===== config.mk =====
export PLATFORM = sky130hd
export DESIGN_NAME = fetch_stage
export DESIGN_NICKNAME = d
export VERILOG_FILES = /design/src/rtl/mips_pkg.sv /design/src/rtl/if_id_register.sv /design/src/rtl/fetch_stage.sv
export SDC_FILE = /design/constraint.sdc
export NUM_CORES = 1
export LEC_CHECK = 0
export CAP_MARGIN = 30
export CORE_MARGIN = 2
export CORE_UTILIZATION = 40
export DETAILED_ROUTE_END_ITERATION = 12
export GPL_TIMING_DRIVEN = 0
export PLACE_DENSITY = 0.78
export REMOVE_ABC_BUFFERS = 1
export SLEW_MARGIN = 10
export SYNTH_ARGS = -nofsm -noshare
export SYNTH_HDL_FRONTEND = slang
export SYNTH_SLANG_ARGS = --single-unit
export TNS_END_PERCENT = 100

===== constraint.sdc =====
create_clock -name clk -period 2.4 [get_ports clk]
set_clock_uncertainty 0.1 [all_clocks]
set_input_delay 0.6 -clock clk [delete_from_list [all_inputs] [get_ports clk]]
set_output_delay 0.6 -clock clk [all_outputs]
set_load 0.01 [all_outputs]

===== src/rtl/mips_pkg.sv =====
// Definitions shared by the MIPS pipeline stages: reset vector, NOP encoding,
// opcodes, IF/ID register controls and the J-type target helper.
package mips_pkg;

    localparam logic [31:0] RESET_PC_DEFAULT = 32'h0000_0000;
    localparam logic [31:0] NOP_INSTR        = 32'h0000_0000;
    localparam logic [31:0] WORD_ALIGN_MASK  = 32'hFFFF_FFFC;

    typedef enum logic [5:0] {
        OP_RTYPE = 6'b000000,
        OP_J     = 6'b000010,
        OP_BEQ   = 6'b000100,
        OP_BNE   = 6'b000101,
        OP_ADDI  = 6'b001000,
        OP_LW    = 6'b100011,
        OP_SW    = 6'b101011
    } opcode_e;

    typedef enum logic [1:0] {
        IFID_LOAD  = 2'b00,
        IFID_HOLD  = 2'b01,
        IFID_FLUSH = 2'b10
    } ifid_ctrl_e;

    // J-type target: upper nibble of the J instruction's PC+4, then the index.
    function automatic logic [31:0] jump_target(input logic [3:0] pc_plus4_hi,
                                                input logic [25:0] index);
        return {pc_plus4_hi, index, 2'b00};
    endfunction

endpackage


===== src/rtl/if_id_register.sv =====
// IF/ID pipeline register: loads a fetched instruction, holds it on stall,
// or clears it to a NOP bubble on a redirect.
module if_id_register
    import mips_pkg::*;
(
    input  logic        clk,
    input  logic        reset,
    input  ifid_ctrl_e  ctrl,
    input  logic [31:0] fetch_instr,
    input  logic [31:0] fetch_pc_plus4,
    output logic [31:0] instr,
    output logic [31:0] pc_plus4,
    output logic        valid
);

    always_ff @(posedge clk) begin
        if (reset) begin
            instr    <= NOP_INSTR;
            pc_plus4 <= 32'h0;
            valid    <= 1'b0;
        end else begin
            case (ctrl)
                IFID_FLUSH: begin
                    instr    <= NOP_INSTR;
                    pc_plus4 <= 32'h0;
                    valid    <= 1'b0;
                end
                IFID_HOLD: ;
                default: begin
                    instr    <= fetch_instr;
                    pc_plus4 <= fetch_pc_plus4;
                    valid    <= 1'b1;
                end
            endcase
        end
    end

endmodule


===== src/rtl/fetch_stage.sv =====
// Instruction-fetch stage: owns the PC, addresses the asynchronous-read
// instruction memory and feeds the IF/ID register. No branch delay slot.
module fetch_stage
    import mips_pkg::*;
#(
    parameter logic [31:0] RESET_PC = RESET_PC_DEFAULT
) (
    input  logic        clk,
    input  logic        reset,
    output logic [31:0] imem_addr,
    input  logic [31:0] imem_data,
    input  logic        stall,
    input  logic        branch_taken,
    input  logic [31:0] branch_target,
    input  logic        jump,
    input  logic [25:0] jump_index,
    output logic [31:0] if_id_instr,
    output logic [31:0] if_id_pc_plus4,
    output logic        if_id_valid
);

    logic [31:0] pc;
    logic [31:0] pc_plus4;
    logic [31:0] pc_next;
    ifid_ctrl_e  ifid_ctrl;

    assign pc_plus4  = pc + 32'd4;
    assign imem_addr = pc;

    // Redirects outrank stall, and a branch outranks a jump (the jump sits on
    // the wrong path behind the resolving branch).
    always_comb begin
        pc_next   = pc_plus4;
        ifid_ctrl = IFID_LOAD;
        if (branch_taken) begin
            pc_next   = branch_target & WORD_ALIGN_MASK;
            ifid_ctrl = IFID_FLUSH;
        end else if (jump) begin
            pc_next   = jump_target(if_id_pc_plus4[31:28], jump_index);
            ifid_ctrl = IFID_FLUSH;
        end else if (stall) begin
            pc_next   = pc;
            ifid_ctrl = IFID_HOLD;
        end
    end

    always_ff @(posedge clk) begin
        if (reset) begin
            pc <= RESET_PC;
        end else begin
            pc <= pc_next;
        end
    end

    if_id_register u_if_id (
        .clk            (clk),
        .reset          (reset),
        .ctrl           (ifid_ctrl),
        .fetch_instr    (imem_data),
        .fetch_pc_plus4 (pc_plus4),
        .instr          (if_id_instr),
        .pc_plus4       (if_id_pc_plus4),
        .valid          (if_id_valid)
    );

endmodule


; ---- Yosys cells after proc, flatten, opt, wreduce, memory -nomap -nowiden
; Cells that the tools add are included.
[word_totals]
register_bits = 97
latch_bits = 0
ramBits = 0
mem_bits_ro = 0
inputBits = 95
out_inout_bits = 97
n_memories = 0
[classes]
n_addsub = 1
multipliers = 0
div = 0
magnitude_cmp = 0
eq_ne = 3
n_shift = 0
muxes = 9
bitwise_logic = 0
n_reduce_logical = 1
[ops]
columns = operator, n
row1 = $pmux W32 S2, 2
row2 = $mux W32, 3
row3 = $add A32 B3 Y32 const B, 1
row4 = $mux W2, 2
row5 = $ne A3 B1 Y1 const B, 1
row6 = $reduce_or A3 Y1, 1
row7 = $eq A2 B1 Y1 const B, 1
row8 = $eq A2 B2 Y1 const B, 1
row9 = $pmux W1 S2, 1
row10 = $mux W1, 1

; ---- Depth between registers and ports, before layout
[logic_depth]
word_depth = 5
ltp_mapped = 7
depth_no_buf = 5

; ---- Modules after synthesis
; From an unflattened synthesis, not the netlist that was laid out.
[unflattened]
cells_unflattened = 635
hier_area_um2 = 5512.8
[modules_own_cells]
columns = mod, instances, cells_per_inst, area_each_um2, seq_area_each_um2
row1 = if_id_register, 1, 296, 2997.9, 1301.2
row2 = fetch_stage, 1, 339, 2514.9, 600.6

; ---- Worst setup path before layout
; No wires, ideal clock.
[synth_path]
kind = register to register
from = register pc[2], in the netlist imem_addr[2]
to = register pc[30], in the netlist imem_addr[30]
setup_time_ps = 122
arrival_time_ps = 2151
t_required_ps = 2178
slack_ps = 27
stages_incl_launch_ff = 7
period_less_slack_ps = 2373
path_cell_list = dfxtp_1 ha_1 nand4_4 or4_1 buf_2 or2_1 a311o_1
[synth_between]
elab_chain_len = 4
[synth_rtl]
columns = element, line
row1 = start: declaration, fetch_stage.sv:22  ; logic [31:0] pc;
row2 = start signal: assignment, fetch_stage.sv:51  ; pc <= pc_next;
row3 = $add A32 B3 Y32, fetch_stage.sv:27  ; assign pc_plus4 = pc + 32'd4;
row4 = $mux W32, fetch_stage.sv:41  ; end else if (stall) begin
row5 = $mux W32, fetch_stage.sv:38  ; end else if (jump) begin
row6 = $mux W32, fetch_stage.sv:35  ; if (branch_taken) begin
; Every way passes these cells. The select of a mux whose other input is x is not followed.
; A chain may end at the register's enable or synchronous reset.

; ---- Final worst setup path
[layout_path]
from = register pc[14], in the netlist imem_addr[14]
to = register u_if_id.pc_plus4[24]
[layout_between]
elab_chain_len = 2
[layout_rtl]
columns = element, line
row1 = $add A32 B3 Y32, fetch_stage.sv:27
row2 = $pmux W32 S2, if_id_register.sv:22  ; case (ctrl)
row3 = end signal: assignment, if_id_register.sv:31  ; pc_plus4 <= fetch_pc_plus4;
row4 = end: declaration, if_id_register.sv:12  ; output logic [31:0] pc_plus4,
; Every way passes these cells.

==> reports/metrics.csv <==
metric,value,unit
synth_compound_area_frac,0.2234,
worst_setup_path_end_kind,flip-flop,
most-common-layout-cells,"181 x clkdlybuf4s50_1, 87 x dfxtp_1, 61 x nor2_1",
yosys.area_share.simple,0.2340,
design_area,7128,µm²
antenna_found_initial,0,
critical_path_class,flip-flop to flip-flop,
syn_area,4856,µm²
syn_to_final_growth,46.79,%
dieArea,13040,µm²
layout-drive-gt1-share,0.07784,
grt_pass1_wl,26.99,mm
fmax,0.4329,GHz
place_area,6723,µm²
cts_tree,done,
ios,192,
ys_types,61,
crit_slowest_cell,or4_4,
synth_top_area_share,0.3834,
clockBufferDepth,2,
yosys.area_share.adder,0.002577,
max_cap_viol_count,0,
start_kind,flip-flop,
drc,0,
wl_per_cell,19.15,µm
crit_arrival,2470,ps
cts_hold_buffers,0,
overflow,0,
final_antenna_net_count,0,
viasPerCell,5.870,
crit_chain,nand4_1 -> or4_4 -> buf_2 -> or3_1 -> a31oi_1,
power.leakage,2.539,nW
crit_required,2560,ps
power_density,514.2,nW/µm²
grt_pass1_vias,5172,
hold_viol,0,
core_area,11910,µm²
initial_core_util,0.4077,
stdcell_count,905,
synth.area.top_cells,"dfxtp_1 38%, mux2i_1 7.0%, nor2_1 4.9%",
synth_seq_cells,93,
cp_top_family,simple AND/OR/NAND/NOR gates,
maxSlewHeadroom,0.4235,
synth_top_family_by_area,simple AND/OR/NAND/NOR gates,
p_total,3.665,mW
antenna_cells,0,
num_vias,5312,
h-tree-depth,3,
synth_xor_area_frac,0.02886,
root_buffer,clkbuf_16,
max_stage_delay,630,ps
synth_async_sr_flop_share,0,
yosysSeqAreaShare,0.3834,
critPathBufInv,1,
vdd_drop_max,0.2632,mV
avgSynthCellArea,8.175,µm²
crit_fanout,8,
yosysTopAreaCell,dfxtp_1,
hold_path.class,flip-flop to flip-flop,
grt_usage,0.2633,
worstMarginPinSlew,862.9,ps
drt-total-wl,17.33,mm
io_buffers,185,
finalCritPeriodShare,0.9625,
synthMuxAreaShare,0.07009,
dpl.cell_count,879,
cts_sinks,93,
nets,850,
slew_viol_final,0,
outcome,completed,
rsz0062_at_grt,no,
fin_crit,2310,ps
synth_ff_type,dfxtp_1,
rows,40,
firstDrtPassIters,7,
cts_buffers,9,
grt_max_degree,61,
layout_commonest_cell,clkdlybuf4s50_1,
finalSetupViolCount,0,
drt_iter0_drc,416,
synth_edf_count,0,
syn_inst,594,
yosys_warnings,0,
die_w,114.2,µm
die_y,114.2,µm
hpwl,11.84,mm
place.gp.congestion,0.8826,
clk_pin_slew,60,ps
finalSetupTns,0,ps
clk_latency,340,ps
==> report_power, final <==
part	internal, mW	total [mW]	switching, mW
Clock	0.723	1.30	0.578
Combinational	0.361	0.662	0.300
Sequential	1.60	1.70	0.0977
==> cells in the mapped netlist (12+ instances only) <==
cell type	n
a21oi_1	33
nand4_1	15
xnor2_1	12
nor3_1	15
clkbuf_1	33
o211ai_1	15
dfxtp_1	93
inv_1	12
nand3_1	18
mux2i_1	34
nor2_1	63
a31oi_1	12
o21ai_0	40
nand2_1	52
==> stage by stage <==
stage	setup WS [ps]	hold slack (ps)	util
5_1_grt	1.347	392.6	0.5984
2_1_floorplan	-108.9	376.1	-
4_1_cts	31.11	369.0	0.5951
6_report	90.06	360.8	0.5984
3_3_place_gp	-3456	343.7	0.5601
3_5_place_dp	-1091	354.8	0.5644
==> path summary, 6_finish.rpt <==
path / start / end / slack [ps] / cells past startpoint
setup / recovery: imem_addr[14]$_SDFFE_PP0P_ / u_if_id.pc_plus4[24]$_SDFFE_PP0P_ / 90 / 5
setup reg to reg: imem_addr[14]$_SDFFE_PP0P_ / u_if_id.pc_plus4[24]$_SDFFE_PP0P_ / 90 / 5
hold / removal: u_if_id.pc_plus4[4]$_SDFFE_PP0P_ / u_if_id.pc_plus4[4]$_SDFFE_PP0P_ / 360 / 2
hold reg to reg: u_if_id.pc_plus4[4]$_SDFFE_PP0P_ / u_if_id.pc_plus4[4]$_SDFFE_PP0P_ / 360 / 2
==> worst min-delay path, stage by stage, from the launching register on <==
cell and delay (ps):
dfxtp_1 310, nand2_1 50, a21oi_1 50
==> metal layers <==
metal | track usage | part of all wire | vias up | wire [µm]
met5 | 0 | 0 | - | 0
met4 | 0.1211 | 0.031 | 0 | 531
met3 | 0.08735 | 0.12 | 40 | 2108
met2 | 0.4294 | 0.46 | 311 | 7927
met1 | 0.3146 | 0.39 | 2482 | 6760
li1 | - | - | 2479 | -
==> logic make-up after synthesis <==
kind of cell	count (synthesis)
fa+ha+maj	1
buf+inv	65
xor+xnor	16
compound gates	160
simple gates	224
other cells	1
mux	34
flops	93
==> sequential cells by signal, indices dropped and copies added (netlist names) <==
name,cells
u_if_id.instr,32
imem_addr,30
u_if_id.pc_plus4,30
u_if_id.valid,1
==> area by class of cell <==
| type | count | area (µm²) |
|---|---|---|
| Multi-Input combinational cell | 439 | 2779 |
| Clock buffer | 13 | 250.2 |
| Timing Repair Buffer | 197 | 1966 |
| Tap cell | 147 | 183.9 |
| Timing Repair inverter | 2 | 15.01 |
| Inverter | 12 | 52.55 |
| Sequential cell | 93 | 1872 |
| Fill cell | 1058 | 4783 |
| Clock inverter | 2 | 10.01 |
==> timing repair <==
item                                    in CTS  in global routing
endpoints found under the setup margin      79                 15
pin swaps                                    2                  2
cloned                                       2                  0
setup buffers                                5                  3
gates resized for setup                     21                  5
(Power assumes the default switching activity.)
==> RTL change 1: new RTL, same settings <==
Add an input register stage for `branch_target`, without a reset; this delays it by one clock. The other inputs are not delayed to match.
--- a/src/rtl/fetch_stage.sv
+++ b/src/rtl/fetch_stage.sv
@@ -19,6 +19,12 @@
     output logic        if_id_valid
 );
 
+    logic [31:0] branch_target_q;
+
+    always_ff @(posedge clk) begin
+        branch_target_q <= branch_target;
+    end
+
     logic [31:0] pc;
     logic [31:0] pc_plus4;
     logic [31:0] pc_next;
@@ -33,7 +39,7 @@
         pc_next   = pc_plus4;
         ifid_ctrl = IFID_LOAD;
         if (branch_taken) begin
-            pc_next   = branch_target & WORD_ALIGN_MASK;
+            pc_next   = branch_target_q & WORD_ALIGN_MASK;
             ifid_ctrl = IFID_FLUSH;
         end else if (jump) begin
             pc_next   = jump_target(if_id_pc_plus4[31:28], jump_index);
Behaviour: not the same (a bounded check fails within 4 cycles, from zero or initial values and one cycle with reset high).
==> RTL change 1 against the original RTL <==
  * Worst setup slack better by 0.033 ns
  * Combinational power decreased by 2%
  * Total power increased by 48%
  * Clock power increased by 98%
  * Design area rose by 9.1%
  * Die area is 7.6% higher
  * Utilization rose by 1.3 points
  * Wire length fell by 4.2%
  * First-iteration DRC count decreased by 16%
  * Sequential cell count rose by 30
  * Count of clock-buffer cells in the layout up 9
  * Synthesized area rose by 7.9%
  * Critical endpoint is now imem_addr[16]
  * Largest power group is now clock
  * Highest routed layer unchanged
==> RTL change 1: results (changes against the original RTL) <==
DR pass1 iterations -> 5 (-2)
GRT Util Overall -> 0.2397 (-0.02359)
Post-Layout Cell Count -> 932 (+3.0%)
top-area cell type share of the netlist area -> 0.4699 (+0.08651)
Routed WL per cell -> 17.80 um (-7.0%)
Placed Cells -> 901 (+2.5%)
Top delay family on crit path -> compound AO/OA/AOI/OAI gates
Placed Area -> 0.007172 sq mm (+6.7%)
M1 WL -> 6.785 mm (+0.37%)
first-pass GRT wire length -> 26.65 mm (-1.3%)
crit-path max cell delay -> 0.40 ns (-0.23 ns)
met3 Resource Use GR -> 0.1009 (+0.01352)
sequential area share after synthesis -> 0.4699 (+0.08651)
Detailed Route Iter0 Violations -> 350 (-16%)
Synth area leaders -> dfxtp_1, mux2i_1, a21oi_1, nor2_1, xnor2_1
H-tree depth -> 4 (+1)
Slowest-stage cell, CP -> a2111oi_0
Peak VDD IR -> 638.3 uV (+140%)
nets -> 844 (-0.71%)
Max-slew headroom -> 0.4257 (+0.002230)
vias in the first global route -> 5183 (+0.21%)
routability cong. -> 0.8164 (-7.5%)
Max clock buf depth -> 2 (unchanged)
worst-skew pair later-pin latency -> 0.42 ns (+0.08 ns)
Via Count -> 5047 (-5.0%)
met2 usage -> 0.3978 (-0.03160)
Synth cell types -> 57 (-6.6%)
top post-synthesis cells by count -> dfxtp_1, nor2_1, a21oi_1, nand2_1, mux2i_1
Inserted Clock Buffers -> 17 (+8)
status -> complete, no violations
grt met1 use -> 0.2799 (-0.03468)
synthesized area per cell -> 8.942 sq um (+9.4%)
Worst Path Max Fanout -> 61 (+53)
Post-CTS Setup Bufs -> 0 (-5)
share of cells above drive strength 1 -> 0.07763 (-0.0002048)
Setup crit start -> stall
met3 wire length -> 1.697 mm (-19%)
dpl ws -> -0.6064 ns (+0.4846 ns)
largest net degree at the start of global routing -> 62 (+1.6%)
CTS resizes -> 1 (-95%)
met2 wire length -> 7.852 mm (-0.95%)
-- RTL change 1: path summary, 6_finish.rpt --
path                    endpoint  slack (ns)  cells past startpoint
min reg2reg  u_if_id.pc_plus4[4]        0.36                      2
min          u_if_id.pc_plus4[4]        0.36                      2
max reg2reg        imem_addr[22]        0.21                      5
max                imem_addr[16]        0.12                      8
-- RTL change 1: area by class of cell --
cell class	count	area, sq um
Clock buffer	22	464.2
Clock inverter	9	120.1
Fill cell	1103	4946
Inverter	8	30.03
Multi-Input combinational cell	407	2542
Sequential cell	123	2462
Tap cell	172	215.2
Timing Repair Buffer	191	1942
-- RTL change 1: power by group --
group	total [mW]	switching [mW]	internal, mW
logic	0.652	0.294	0.359
registers	2.21	0.0866	2.13
clock network	2.57	0.899	1.67
-- RTL change 1: cells by family after synthesis --
group | after synthesis
AOI/OAI and AO/OA | 156
muxes | 36
adders and majority gates | 1
DFF | 123
other | 1
and+or+nand+nor | 179
xor gates and xnor gates | 31
buffers and inverters | 59
==> RTL change 2: new RTL, same flow settings <==
Without the edit above. Make the reset (`reset`) asynchronous in 2 clocked blocks.
--- a/src/rtl/if_id_register.sv
+++ b/src/rtl/if_id_register.sv
@@ -13,7 +13,7 @@
     output logic        valid
 );
 
-    always_ff @(posedge clk) begin
+    always_ff @(posedge clk or posedge reset) begin
         if (reset) begin
             instr    <= NOP_INSTR;
             pc_plus4 <= 32'h0;
--- a/src/rtl/fetch_stage.sv
+++ b/src/rtl/fetch_stage.sv
@@ -44,7 +44,7 @@
         end
     end
 
-    always_ff @(posedge clk) begin
+    always_ff @(posedge clk or posedge reset) begin
         if (reset) begin
             pc <= RESET_PC;
         end else begin
Formal check against the unedited RTL: differs if reset is asserted again (counterexample within 4 cycles, from zero or initial values and one cycle with reset high); with reset held inactive, the same outputs for 10 cycles.
==> RTL change 2 against the original RTL <==
  * Count of clock-buffer cells in the layout stayed put
  * Cell count decreased by 3.6%
  * Total power up 17%
  * Non-clock buffer count down 4
  * Die area rose by 4.3%
  * Critical endpoint is now imem_addr[28]
  * Sequential cell count grew 1
  * Combinational power grew 32%
  * Synthesized area increased by 4.5%
  * Wire length is 8.3% lower
  * First-iteration DRC count decreased by 22%
  * Sequential power increased by 7%
  * Design area is 4.8% higher
  * Worst setup slack improved by 0.028 ns
  * Worst hold slack better by 0.053 ns
  * Critical path type unchanged
==> RTL change 2: results (changes against the original RTL) <==
status -> complete, no violations
area share of fa/ha/maj cells after synthesis -> 0.002465 (-0.0001112)
GRT Util Overall -> 0.2369 (-0.02643)
multi-input logic area -> 0.002519 sq mm (-9.4%)
DR pass1 iterations -> 4 (-3)
Placed Cells -> 856 (-2.6%)
hold_sp -> u_if_id.valid
FF+latch count -> 94 (+1.1%)
Inserted Clock Buffers -> 9 (unchanged)
Peak VDD IR -> 328.8 uV (+25%)
sequential area share after synthesis -> 0.4635 (+0.08010)
count of multi-input gates -> 385 (-12%)
reg2reg start -> imem_addr[4]
share of cells above drive strength 1 -> 0.07571 (-0.002122)
total wire length -> 15.90 mm (-8.3%)
Leak -> 3.075 nW (+21%)
synthesized area per cell -> 9.398 sq um (+15%)
first-pass GRT wire length -> 24.79 mm (-8.2%)
post-synthesis compound-gate area fraction -> 0.1494 (-0.07399)
routability cong. -> 0.8639 (-2.1%)
fraction of registers with async set/reset -> 1.000 (+1.000)
number of buffers inserted by port buffering -> 187 (+1.1%)
Slowest-stage cell, CP -> dfrtp_1
Detailed Route Iter0 Violations -> 324 (-22%)
non-clock buffer count in the final layout -> 193 (-2.0%)
Final non-clock buffer share -> 0.2662 (-0.009595)
Final clock-cell share -> 0.04489 (+0.008381)
NetSw -> 1.148 mW (+18%)
Power Total -> 4.297 mW (+17%)
Synth area leaders -> dfrtp_1, mux2i_1, nor2_1, a21oi_1, xnor2_1
nets -> 791 (-6.9%)
DP HPWL -> 11.26 mm (-4.9%)
post-synthesis mux area share -> 0.08876 (+0.01867)
Post-CTS Setup Bufs -> 0 (-5)
Routed WL per cell -> 18.23 um (-4.8%)
Worst setup endpoint -> imem_addr[28]
worst path arrival time -> 2.39 ns (-0.08 ns)
Worst Path Max Fanout -> 9 (+1)
top post-synthesis cells by count -> dfrtp_1, nor2_1, mux2i_1, a21oi_1, nand2_1
crit-path max cell delay -> 0.51 ns (-0.12 ns)
Seq. cell area -> 0.002360 sq mm (+26%)
Logic inverters -> 12 (-2)
Via Count -> 4769 (-10%)
vias in the first global route -> 4909 (-5.1%)
CTS resizes -> 8 (-62%)
Filler Cell Count -> 1112 (+5.1%)
largest net degree at the start of global routing -> 54 (-11%)
Slew @ Worst Pin -> 0.7669 ns (-0.09602 ns)
==> RTL change 2: changes by cell type after synthesis, sizes merged, moves of 11 or more <==
cell / change
dfxtp: -93
dfrtp: +94
a21oi: +11
nand2: -18
xor2: +13
mux2i: +11
o211ai: -12
==> RTL change 2: power by group through the flow <==
stage	Sequential, mW	Clock (mW)	Combinational (mW)
2_1_floorplan	1.85	0	0.316
5_1_grt	1.83	1.72	0.949
3_5_place_dp	1.84	0	0.865
6_report	1.82	1.61	0.873
3_3_place_gp	1.83	0	0.836
4_1_cts	1.81	1.65	0.873
==> RTL change 2: metal layers <==
metal  wire length, um  GRT usage  up-vias
met3              1241    0.06175       24
met5                 0          0        -
met2              7787     0.4019      205
met1              6548     0.2917     2332
li1                  -          -     2208
met4               320    0.08784        0
==> RTL change 2: per-stage QoR <==
step	cell area, sq um	setup slack (ns)
finish	7470	0.1183
global route	7470	-0.01244
CTS	7435	0.02005
detailed placement	7079	-1.463
global placement	6954	-3.940
floorplan	4867	-0.7487
